`config.mk`:
```
export PLATFORM = sky130hd
export DESIGN_NAME = dm_access_ctrl_flat
export DESIGN_NICKNAME = d
export VERILOG_FILES = /design/src/rtl/dm_access_ctrl_pkg.sv /design/src/rtl/dm_access_ctrl_if.sv /design/src/rtl/dm_access_ctrl_mem_lane_decode.sv /design/src/rtl/dm_access_ctrl.sv /design/src/flat_wrapper.sv
export SDC_FILE = /design/constraint.sdc
export NUM_CORES = 1
export LEC_CHECK = 0
export ABC_AREA = 1
export CAP_MARGIN = 20
export CORE_MARGIN = 2
export CORE_UTILIZATION = 43
export DETAILED_ROUTE_END_ITERATION = 16
export PLACE_DENSITY = 0.78
export SYNTH_ARGS = -nofsm -noshare
export SYNTH_HDL_FRONTEND = slang
export SYNTH_SLANG_ARGS = --single-unit
```
`constraint.sdc`:
```
create_clock -name clk -period 2.15 [get_ports clk]
set_input_delay 0.215 -clock clk [delete_from_list [all_inputs] [get_ports clk]]
set_output_delay 0.215 -clock clk [all_outputs]
set_load 0.01 [all_outputs]
```
`src/rtl/dm_access_ctrl_pkg.sv`:
```
// Shared definitions for the data-memory access controller: opcodes,
// FSM state encoding, lane sizes and the opcode decoder.
package dm_access_ctrl_pkg;

  localparam logic [5:0] OP_LW  = 6'b100011;
  localparam logic [5:0] OP_LH  = 6'b100001;
  localparam logic [5:0] OP_LHU = 6'b100101;
  localparam logic [5:0] OP_LB  = 6'b100000;
  localparam logic [5:0] OP_LBU = 6'b100100;
  localparam logic [5:0] OP_SW  = 6'b101011;
  localparam logic [5:0] OP_SH  = 6'b101001;
  localparam logic [5:0] OP_SB  = 6'b101000;
  localparam logic [5:0] OP_SWE = 6'b011111;

  typedef enum logic [1:0] {
    ST_IDLE  = 2'b00,
    ST_ISSUE = 2'b01,
    ST_DONE  = 2'b10
  } state_e;

  typedef enum logic [1:0] {
    SZ_BYTE = 2'b00,
    SZ_HALF = 2'b01,
    SZ_WORD = 2'b10
  } lane_size_e;

  typedef struct packed {
    logic       is_mem;
    logic       is_store;
    lane_size_e size;
    logic       sign;
  } mem_op_t;

  function automatic mem_op_t decode_op(input logic [5:0] opc);
    mem_op_t op;
    op.is_mem   = 1'b1;
    op.is_store = 1'b0;
    op.size     = SZ_WORD;
    op.sign     = 1'b0;
    case (opc)
      OP_LW:  op.size = SZ_WORD;
      OP_LH:  begin op.size = SZ_HALF; op.sign = 1'b1; end
      OP_LHU: op.size = SZ_HALF;
      OP_LB:  begin op.size = SZ_BYTE; op.sign = 1'b1; end
      OP_LBU: op.size = SZ_BYTE;
      OP_SW, OP_SWE: op.is_store = 1'b1;
      OP_SH:  begin op.is_store = 1'b1; op.size = SZ_HALF; end
      OP_SB:  begin op.is_store = 1'b1; op.size = SZ_BYTE; end
      default: op.is_mem = 1'b0;
    endcase
    return op;
  endfunction

endpackage

```
`src/rtl/dm_access_ctrl_if.sv`:
```
// Data-memory bus between the access controller (master) and the memory (slave).
interface dm_access_ctrl_if;
  logic        mem_req;
  logic        mem_we;
  logic [3:0]  mem_be;
  logic [31:0] mem_addr;
  logic [31:0] mem_wdata;
  logic [31:0] mem_rdata;
  logic        mem_ready;

  modport master (
    output mem_req, mem_we, mem_be, mem_addr, mem_wdata,
    input  mem_rdata, mem_ready
  );

  modport slave (
    input  mem_req, mem_we, mem_be, mem_addr, mem_wdata,
    output mem_rdata, mem_ready
  );
endinterface

```
`src/rtl/dm_access_ctrl_mem_lane_decode.sv`:
```
// Byte-lane logic: enables, store replication, load extension and
// alignment check for a given access size and low address bits.
module mem_lane_decode
  import dm_access_ctrl_pkg::*;
(
  input  lane_size_e  size,
  input  logic        sign,
  input  logic [1:0]  lane,
  input  logic [31:0] wdata,
  input  logic [31:0] rdata_raw,
  output logic [3:0]  be,
  output logic [31:0] wdata_rep,
  output logic [31:0] rdata_ext,
  output logic        misaligned
);

  logic [7:0]  byte_sel;
  logic [15:0] half_sel;

  always_comb begin
    byte_sel = rdata_raw[7:0];
    case (lane)
      2'd1:    byte_sel = rdata_raw[15:8];
      2'd2:    byte_sel = rdata_raw[23:16];
      2'd3:    byte_sel = rdata_raw[31:24];
      default: byte_sel = rdata_raw[7:0];
    endcase
  end

  assign half_sel = lane[1] ? rdata_raw[31:16] : rdata_raw[15:0];

  always_comb begin
    be         = 4'b1111;
    wdata_rep  = wdata;
    rdata_ext  = rdata_raw;
    misaligned = 1'b0;
    case (size)
      SZ_BYTE: begin
        be        = 4'b0001 << lane;
        wdata_rep = {4{wdata[7:0]}};
        rdata_ext = {{24{sign & byte_sel[7]}}, byte_sel};
      end
      SZ_HALF: begin
        be         = lane[1] ? 4'b1100 : 4'b0011;
        wdata_rep  = {2{wdata[15:0]}};
        rdata_ext  = {{16{sign & half_sel[15]}}, half_sel};
        misaligned = lane[0];
      end
      default: misaligned = |lane;
    endcase
  end

endmodule

```
`src/rtl/dm_access_ctrl.sv`:
```
// Sequences MEM-stage loads/stores against a variable-latency data memory.
//   state    | meaning
//   ST_IDLE  | waiting for a memory op; accepts or flags misalignment
//   ST_ISSUE | mem_req held until mem_ready or timeout
//   ST_DONE  | one-cycle done pulse with rdata/flags
module dm_access_ctrl
  import dm_access_ctrl_pkg::*;
#(
  parameter int TIMEOUT = 16
) (
  input  logic             clk,
  input  logic             reset,
  input  logic             req_valid,
  input  logic [31:0]      ins,
  input  logic [31:0]      addr,
  input  logic [31:0]      wdata,
  output logic             stall,
  output logic             done,
  output logic [31:0]      rdata,
  output logic             exc_adel,
  output logic             exc_ades,
  output logic             bus_err,
  dm_access_ctrl_if.master mem
);

  localparam int CW = (TIMEOUT > 1) ? $clog2(TIMEOUT) : 1;

  state_e      state;
  mem_op_t     cur_op;
  logic        lat_store;
  logic        lat_sign;
  lane_size_e  lat_size;
  logic [1:0]  lat_lane;
  logic [CW-1:0] cnt;

  lane_size_e  dec_size;
  logic        dec_sign;
  logic [1:0]  dec_lane;
  logic [3:0]  dec_be;
  logic [31:0] dec_wdata;
  logic [31:0] dec_rdata;
  logic        dec_mis;
  logic        timeout_hit;
  logic        unused_ins;

  assign cur_op     = decode_op(ins[31:26]);
  assign unused_ins = ^ins[25:0];

  // Live request drives the lane decoder in IDLE; the latched copy afterwards.
  assign dec_size = (state == ST_IDLE) ? cur_op.size : lat_size;
  assign dec_sign = (state == ST_IDLE) ? cur_op.sign : lat_sign;
  assign dec_lane = (state == ST_IDLE) ? addr[1:0]   : lat_lane;

  mem_lane_decode u_lane (
    .size       (dec_size),
    .sign       (dec_sign),
    .lane       (dec_lane),
    .wdata      (wdata),
    .rdata_raw  (mem.mem_rdata),
    .be         (dec_be),
    .wdata_rep  (dec_wdata),
    .rdata_ext  (dec_rdata),
    .misaligned (dec_mis)
  );

  assign timeout_hit = (TIMEOUT != 0) && (cnt == CW'(TIMEOUT - 1));
  assign stall = ((state == ST_IDLE) && req_valid && cur_op.is_mem) || (state == ST_ISSUE);

  always_ff @(posedge clk) begin
    if (reset) begin
      state         <= ST_IDLE;
      lat_store     <= 1'b0;
      lat_sign      <= 1'b0;
      lat_size      <= SZ_BYTE;
      lat_lane      <= 2'b00;
      cnt           <= '0;
      done          <= 1'b0;
      rdata         <= '0;
      exc_adel      <= 1'b0;
      exc_ades      <= 1'b0;
      bus_err       <= 1'b0;
      mem.mem_req   <= 1'b0;
      mem.mem_we    <= 1'b0;
      mem.mem_be    <= 4'b0000;
      mem.mem_addr  <= '0;
      mem.mem_wdata <= '0;
    end else begin
      done     <= 1'b0;
      exc_adel <= 1'b0;
      exc_ades <= 1'b0;
      bus_err  <= 1'b0;
      case (state)
        ST_IDLE: begin
          if (req_valid && cur_op.is_mem) begin
            if (dec_mis) begin
              state    <= ST_DONE;
              done     <= 1'b1;
              rdata    <= '0;
              exc_adel <= ~cur_op.is_store;
              exc_ades <= cur_op.is_store;
            end else begin
              state         <= ST_ISSUE;
              lat_store     <= cur_op.is_store;
              lat_sign      <= cur_op.sign;
              lat_size      <= cur_op.size;
              lat_lane      <= addr[1:0];
              cnt           <= '0;
              mem.mem_req   <= 1'b1;
              mem.mem_we    <= cur_op.is_store;
              mem.mem_be    <= dec_be;
              mem.mem_addr  <= {addr[31:2], 2'b00};
              mem.mem_wdata <= dec_wdata;
            end
          end
        end
        ST_ISSUE: begin
          if (mem.mem_ready) begin
            state       <= ST_DONE;
            done        <= 1'b1;
            rdata       <= lat_store ? 32'h0 : dec_rdata;
            mem.mem_req <= 1'b0;
          end else if (timeout_hit) begin
            state       <= ST_DONE;
            done        <= 1'b1;
            rdata       <= '0;
            bus_err     <= 1'b1;
            mem.mem_req <= 1'b0;
          end else begin
            cnt <= cnt + CW'(1);
          end
        end
        ST_DONE: state <= ST_IDLE;
        default: state <= ST_IDLE;
      endcase
    end
  end

endmodule

```
`src/flat_wrapper.sv`:
```
// flat-port wrapper written by rule: the top's interface ports become plain ports
module dm_access_ctrl_flat import dm_access_ctrl_pkg::*;
#(
  parameter int TIMEOUT = 16
)
  (clk, reset, req_valid, ins, addr, wdata, stall, done, rdata, exc_adel, exc_ades, bus_err, mem_mem_req, mem_mem_we, mem_mem_be, mem_mem_addr, mem_mem_wdata, mem_mem_rdata, mem_mem_ready);
  dm_access_ctrl_if mem_i ();
  input  logic clk;
  input  logic reset;
  input  logic req_valid;
  input  logic [31:0] ins;
  input  logic [31:0] addr;
  input  logic [31:0] wdata;
  output logic stall;
  output logic done;
  output logic [31:0] rdata;
  output logic exc_adel;
  output logic exc_ades;
  output logic bus_err;
  output wire logic [$bits(mem_i.mem_req)-1:0] mem_mem_req;
  output wire logic [$bits(mem_i.mem_we)-1:0] mem_mem_we;
  output wire logic [$bits(mem_i.mem_be)-1:0] mem_mem_be;
  output wire logic [$bits(mem_i.mem_addr)-1:0] mem_mem_addr;
  output wire logic [$bits(mem_i.mem_wdata)-1:0] mem_mem_wdata;
  input wire logic [$bits(mem_i.mem_rdata)-1:0] mem_mem_rdata;
  input wire logic [$bits(mem_i.mem_ready)-1:0] mem_mem_ready;
  assign mem_mem_req = mem_i.mem_req;
  assign mem_mem_we = mem_i.mem_we;
  assign mem_mem_be = mem_i.mem_be;
  assign mem_mem_addr = mem_i.mem_addr;
  assign mem_mem_wdata = mem_i.mem_wdata;
  assign mem_i.mem_rdata = mem_mem_rdata;
  assign mem_i.mem_ready = mem_mem_ready;
  dm_access_ctrl #(.TIMEOUT(TIMEOUT)) u_core (.clk(clk), .reset(reset), .req_valid(req_valid), .ins(ins), .addr(addr), .wdata(wdata), .stall(stall), .done(done), .rdata(rdata), .exc_adel(exc_adel), .exc_ades(exc_ades), .bus_err(bus_err), .mem(mem_i));
endmodule
```
After elaboration in Yosys (flattened, before gate mapping). Index checks and enable logic that the tools add are counted.

Add/subtract/negate cells: 1. Equality and inequality tests: 21. Shifts and indexed selects: 1. Multiplexer cells: 40. Bitwise operators: 7. Reduce and logical (&&, ||, !) cells: 20.

Operators with widths (number): one-hot mux 32 bit (2 select lines) (3); two-way mux 32 bit (5); == test 6 bit (second input constant) (8); one-hot mux 8 bit (3 select lines) (1); two-way mux 4 bit (5); two-way mux 16 bit (1); one-hot mux 4 bit (2 select lines) (2); two-way mux 1 bit (12); two-way mux 2 bit (6); OR reduction 3 bit (3); OR reduction 9 bit (1); != test 2 bit (second input constant) (4); one-hot mux 2 bit (2 select lines) (2); AND reduction 4 bit (2); OR reduction 4 bit (2); == test 2 x 1 -> 1 bit (second input constant) (3); == test 6 x 5 -> 1 bit (second input constant) (1); one-hot mux 1 bit (2 select lines) (3); inverter 1 bit (5); AND reduction 5 bit (1); adder 4 x 1 -> 4 bit (second input constant) (1); == test 2 bit (second input constant) (2); == test 4 bit (second input constant) (1); logical NOT 2 bit (2); other kinds (10) (14).

Flip-flop bits (word level): 115. Input bits: 132. Output and inout bits: 107. Logic and storage cells: 105.

Logic depth before layout (Yosys ltp).
Depth after elaboration: 9. Gate-level depth with buffers: 14. Mapped depth without buffers: 13.

Hierarchy. Synthesis repeated with hierarchy kept, for this count alone.

Cell total of the unflattened synthesis: 896. Area, all modules: 6185.9 µm².

Modules (own cells, without submodules): dm_access_ctrl (times used 1, cells an instance 636, area each 4969.8 µm², sequential area each 2302.2 µm²); mem_lane_decode (times used 1, cells an instance 260, area each 1216.2 µm², sequential area each 0.0 µm²).

Worst setup path after synthesis. No wires, ideal clock.

Path type: register to register. Start: reg u_core.state[0]. End: reg u_core.mem.mem_addr[10]. Arrival time: 1549 ps. Required time: 2037 ps. Setup slack: 488 ps. Cell stages (with the launch flop): 13. Path buffers: 2. Path through: dfxtp_1 -> nor2_4 -> nand2_1 -> nand2_1 -> nand2_2 -> nand2_1 -> nand2_1 -> nor2_2 -> nand2_2 -> buf_6 -> buf_2 -> o21ai_1 -> nor2_1.

Word-level cells in the longest chain between the ends: 6. Elaborated cells on any way between the ends: 9.

RTL lines: start: declaration (RTL line dm_access_ctrl.sv:28) `state_e state;`; start signal: assignment (RTL line dm_access_ctrl.sv:71) `state <= ST_IDLE;`; start signal: assignment (RTL line dm_access_ctrl.sv:96) `state <= ST_DONE;`; start signal: assignment (RTL line dm_access_ctrl.sv:102) `state <= ST_ISSUE;`; logical NOT 2 bit * (RTL line dm_access_ctrl.sv:50, dm_access_ctrl.sv:52, dm_access_ctrl.sv:92); two-way mux 2 bit (on tied branches) (RTL line dm_access_ctrl.sv:50, dm_access_ctrl.sv:52); == test 2 x 1 -> 1 bit (tied with other cells) (RTL line dm_access_ctrl_mem_lane_decode.sv:37) `case (size)`; one-hot mux 1 bit (2 select lines) (RTL line dm_access_ctrl_mem_lane_decode.sv:37); inverter 1 bit (no source line); AND reduction 3 bit (no source line) *; end signal: assignment (RTL line dm_access_ctrl.sv:111) `mem.mem_addr <= {addr[31:2], 2'b00};`; end: declaration (RTL line dm_access_ctrl_if.sv:12) `output mem_req, mem_we, mem_be, mem_addr, mem_wdata,`.

Mark *: on every way between the ends. The rest lies on a longest branch, timed or not. A chain may end at the register's enable or synchronous reset.

Final worst setup path.
Start: in ins[28]. End: out stall.

Word-level cells in the longest chain between the ends: 5. Elaborated cells on any way between the ends: 13.

RTL lines: start: declaration (RTL line flat_wrapper.sv:11) `input logic [31:0] ins;`; == test 6 bit / == test 6 x 5 -> 1 bit (equally long branches) (RTL line dm_access_ctrl_pkg.sv:40) `case (opc)`; OR reduction 9 bit (no source line) *; two-way mux 1 bit * (RTL line dm_access_ctrl_pkg.sv:40); logical AND 1 bit * (RTL line dm_access_ctrl.sv:67) `assign stall = ((state == ST_IDLE) && req_valid && cur_op.is_mem) || (state == ST_ISSUE);`; logical OR 1 bit * (RTL line dm_access_ctrl.sv:67); end: declaration (RTL line flat_wrapper.sv:14) `output logic stall;`.

Marks and branches as above.

==> results.sh <==
export IMPL_run_status="complete, no violations"
export IMPL_grt_max_degree=58
export IMPL_synthFlopType="dfxtp_1"
export IMPL_yosysSeqAreaShare_pct=40.66
export IMPL_row_count=41
export IMPL_filler_cell_count=1115
export IMPL_drive_above_1_share_pct=10.96
export IMPL_slew_violations=0
export IMPL_wire_per_inst_um=14.20
export IMPL_track_usage_pct=25.98
export IMPL_path_cells="clkdlybuf4s50_1 -> inv_1 -> buf_4 -> nand3_1 -> nand2_1 -> nor2_2 -> nand2_1 -> nand2_2 -> o21ai_1 -> buf_4 -> dlygate4sd2_1"
export IMPL_core_um2=12720
export IMPL_ys_ff_latch=115
export IMPL_clkLatencyLatePin_ns=0.42
export IMPL_drt_pass1_iter_count=6
export IMPL_initial_core_util_pct=44.50
export IMPL_io_pins=239
export IMPL_skew_ns=0.007037
export IMPL_slowest_delay_ns=0.51
export IMPL_die_h_um=118.7
export IMPL_synth_largest_area_cell="dfxtp_1"
export IMPL_vias=6239
export IMPL_die_width_um=118.7
export IMPL_cts_setup_buffers=0
export IMPL_n_antenna_cell=0
export IMPL_drtAntennaViolNets=0
export IMPL_syn_area_um2=5662
export IMPL_hold_viol=0
export IMPL_cp_required_ns=1.93
export IMPL_hold_path_class="input pin to register"
export IMPL_port_buffers=210
export IMPL_synth_top_area_share_pct=40.66
export IMPL_cp_slowest_cell="clkdlybuf4s50_1"
export IMPL_cts_tree="yes"
export IMPL_synth_area_leaders="dfxtp_1 41%, nand2_1 11%, nor2_1 11%, o21ai_0 6.9%, inv_1 4.7%"
export IMPL_synth_edff_count=0
export IMPL_place_congestion=0.8636
export IMPL_p_leak_nw=3.756
export IMPL_fin_nets=1206
export IMPL_clk_pin_slew_ns=0.06
export IMPL_async_reset_ff_share_pct=0
export IMPL_grt_setup_unrepaired="false"
export IMPL_syn_to_final_growth_pct=54.78
export IMPL_finalCritPeriodShare_pct=94.83
export IMPL_fin_crit_ns=2.039
export IMPL_holdBufCountCts=0
export IMPL_totalWireLength_mm=17.86
export IMPL_hpwlAfterDp_mm=13.12
export IMPL_max_freq_ghz=0.4905
export IMPL_utilization_pct=68.88
export IMPL_synth_avg_cell_area_um2=6.653
export IMPL_startpoint_type="input pin"
export IMPL_tns_ns=0
export IMPL_yosys_warnings=0
export IMPL_die_area_um2=14100
export IMPL_drc_errors=0
export IMPL_antenna_found_initial=0
export IMPL_grt_pass1_wl_mm=29.39
export IMPL_max_clock_path_buffers=2
export IMPL_setup_viol=0
export IMPL_cp_buffers_inverters=5
export IMPL_netlist_instances=851
export IMPL_cts_buffers=17
export IMPL_worstSetupPathType="input pin to primary output"
export IMPL_cap_violations=0
export IMPL_h_tree_depth=4
export IMPL_p_per_area_nw_per_um2=664.5
export IMPL_worstPathMaxFanout=3
export IMPL_viasPerCell=4.959
export IMPL_irDropWorstVdd_mv=0.4196
export IMPL_cpLargestDelayFamily="buffers and inverters"
export IMPL_gr_total_overflow=0
export IMPL_ctsRootBufferMaster="clkbuf_16"
export IMPL_end_kind="primary output"
export IMPL_cts_sinks=115
export IMPL_grt_pass1_vias=6007
export IMPL_drtIter0Drc=519
export IMPL_arrival_ns=1.82
export IMPL_ys_types=35
-- tightest hold or removal path, delay by kind of cell --
kind	cells	cell delay (ns)
simple gates	2	0.16
compound gates	1	0.05
buf+inv	2	0.29
-- where the power goes --
group          leakage (nW)  total, W  internal (W)  switching (W)
Combinational          2.55  0.000993      0.000496       0.000497
Sequential            0.930   0.00224       0.00220      0.0000342
Clock                 0.272   0.00259       0.00155        0.00104
Total                  3.76   0.00582       0.00425        0.00158
-- per-layer routing --
| layer | GRT usage (%) | share of wire [%] | routed length, um | up-vias |
|---|---|---|---|---|
| met5 | 0 | 0 | 0 | - |
| met2 | 42.78 | 46 | 8245 | 273 |
| met4 | 9.747 | 2.3 | 417 | 0 |
| li1 | - | - | - | 3164 |
| met1 | 31.04 | 42 | 7519 | 2767 |
| met3 | 9.170 | 9.4 | 1678 | 35 |
-- flip-flops by register name (all words and copies together) (netlist names) --
register and count:
u_core.done 1, u_core.cnt 4, u_core.mem.mem_addr 30, u_core.mem.mem_be 4, u_core.state 2, u_core.lat_store 1, u_core.lat_sign 1, u_core.exc_adel 1
u_core.mem.mem_req 1, u_core.lat_lane 2, u_core.bus_err 1, u_core.exc_ades 1, u_core.lat_size 2, u_core.mem.mem_wdata 32, u_core.rdata 32
-- kinds of logic (layout without fill, tap and decap cells) --
group                      after synthesis  count (layout)  share of synthesized area (%)
and+or+nand+nor                        423             423                          31.82
xor gates and xnor gates                 1               1                         0.1547
AOI/OAI and AO/OA                      183             183                          16.95
DFF                                    115             115                          40.66
other                                    1               2                        0.06623
buffers and inverters                  127             361                          10.12
adders and majority gates                1               1                         0.2210
-- final cells by class --
type / instances / area (um^2) / area share [%]
clock buffers: 20 / 456.7 / 5.211
repair buffers: 253 / 2600 / 29.67
multi-input cells: 610 / 2808 / 32.04
clock inverters: 12 / 96.34 / 1.099
well taps: 172 / 215.2 / 2.456
inverters: 76 / 285.3 / 3.255
flip-flops and latches: 115 / 2302 / 26.27
-- cell usage after synthesis (6+ instances only) --
cell type / instances
a21oi_1: 49
dfxtp_1: 115
inv_1: 71
o21ai_0: 78
or2_2: 6
buf_2: 16
o21ai_1: 43
buf_6: 9
nor2_1: 163
nand3_1: 49
clkbuf_1: 23
nand2_2: 10
nand2_1: 171
-- per-stage QoR --
stage	instance area, um^2	power, W	hold slack [ns]	worst slack, ns	std cells
floorplan	5665	0.002754	0.2935	0.4878	852
global placement	8198	0.003255	0.4558	-0.1791	1226
detailed placement	8198	0.003267	0.4596	-0.2285	1226
CTS	8748	0.005872	0.3672	0.05149	1258
global route	8763	0.006090	0.3778	0.001683	1258
finish	8763	0.005823	0.3515	0.1112	1258
-- placed cells by master (no fill, tap or decap), types with 4 or more instances in the layout --
cell type	synthesis	final
o211ai_1	5	5
o21ai_0	78	77
inv_6	0	5
nor2_2	3	5
or2_2	6	6
clkinv_4	0	4
nor3_2	5	6
nand2_2	10	10
nand3_1	49	49
nor2_1	163	161
clkbuf_16	0	17
buf_4	2	29
buf_12	0	14
dfxtp_1	115	115
inv_1	71	70
inv_2	4	5
clkdlybuf4s50_1	0	207
a21oi_1	49	49
nand2_1	171	170
o21ai_1	43	44
-- path summary, 6_finish.rpt --
check | end | slack, ns | start | cells past startpoint
min reg2reg | u_core.mem.mem_wdata[24]$_SDFFE_PP0P_ | 0.47 | u_core.mem.mem_wdata[24]$_SDFFE_PP0P_ | 2
max reg2reg | u_core.mem.mem_wdata[18]$_SDFFE_PP0P_ | 0.22 | u_core.state[0]$_SDFFE_PP0P_ | 14
max | stall | 0.11 | ins[28] | 11
min | u_core.lat_sign$_SDFFE_PP0P_ | 0.35 | ins[30] | 5
-- what timing repair did --
| action | in CTS | in global routing |
|---|---|---|
| gates resized for setup | 3 | 5 |
| endpoints found under the setup margin | 1 | 13 |
| pin swaps | 0 | 1 |
Power figures use the tool's default switching activity.
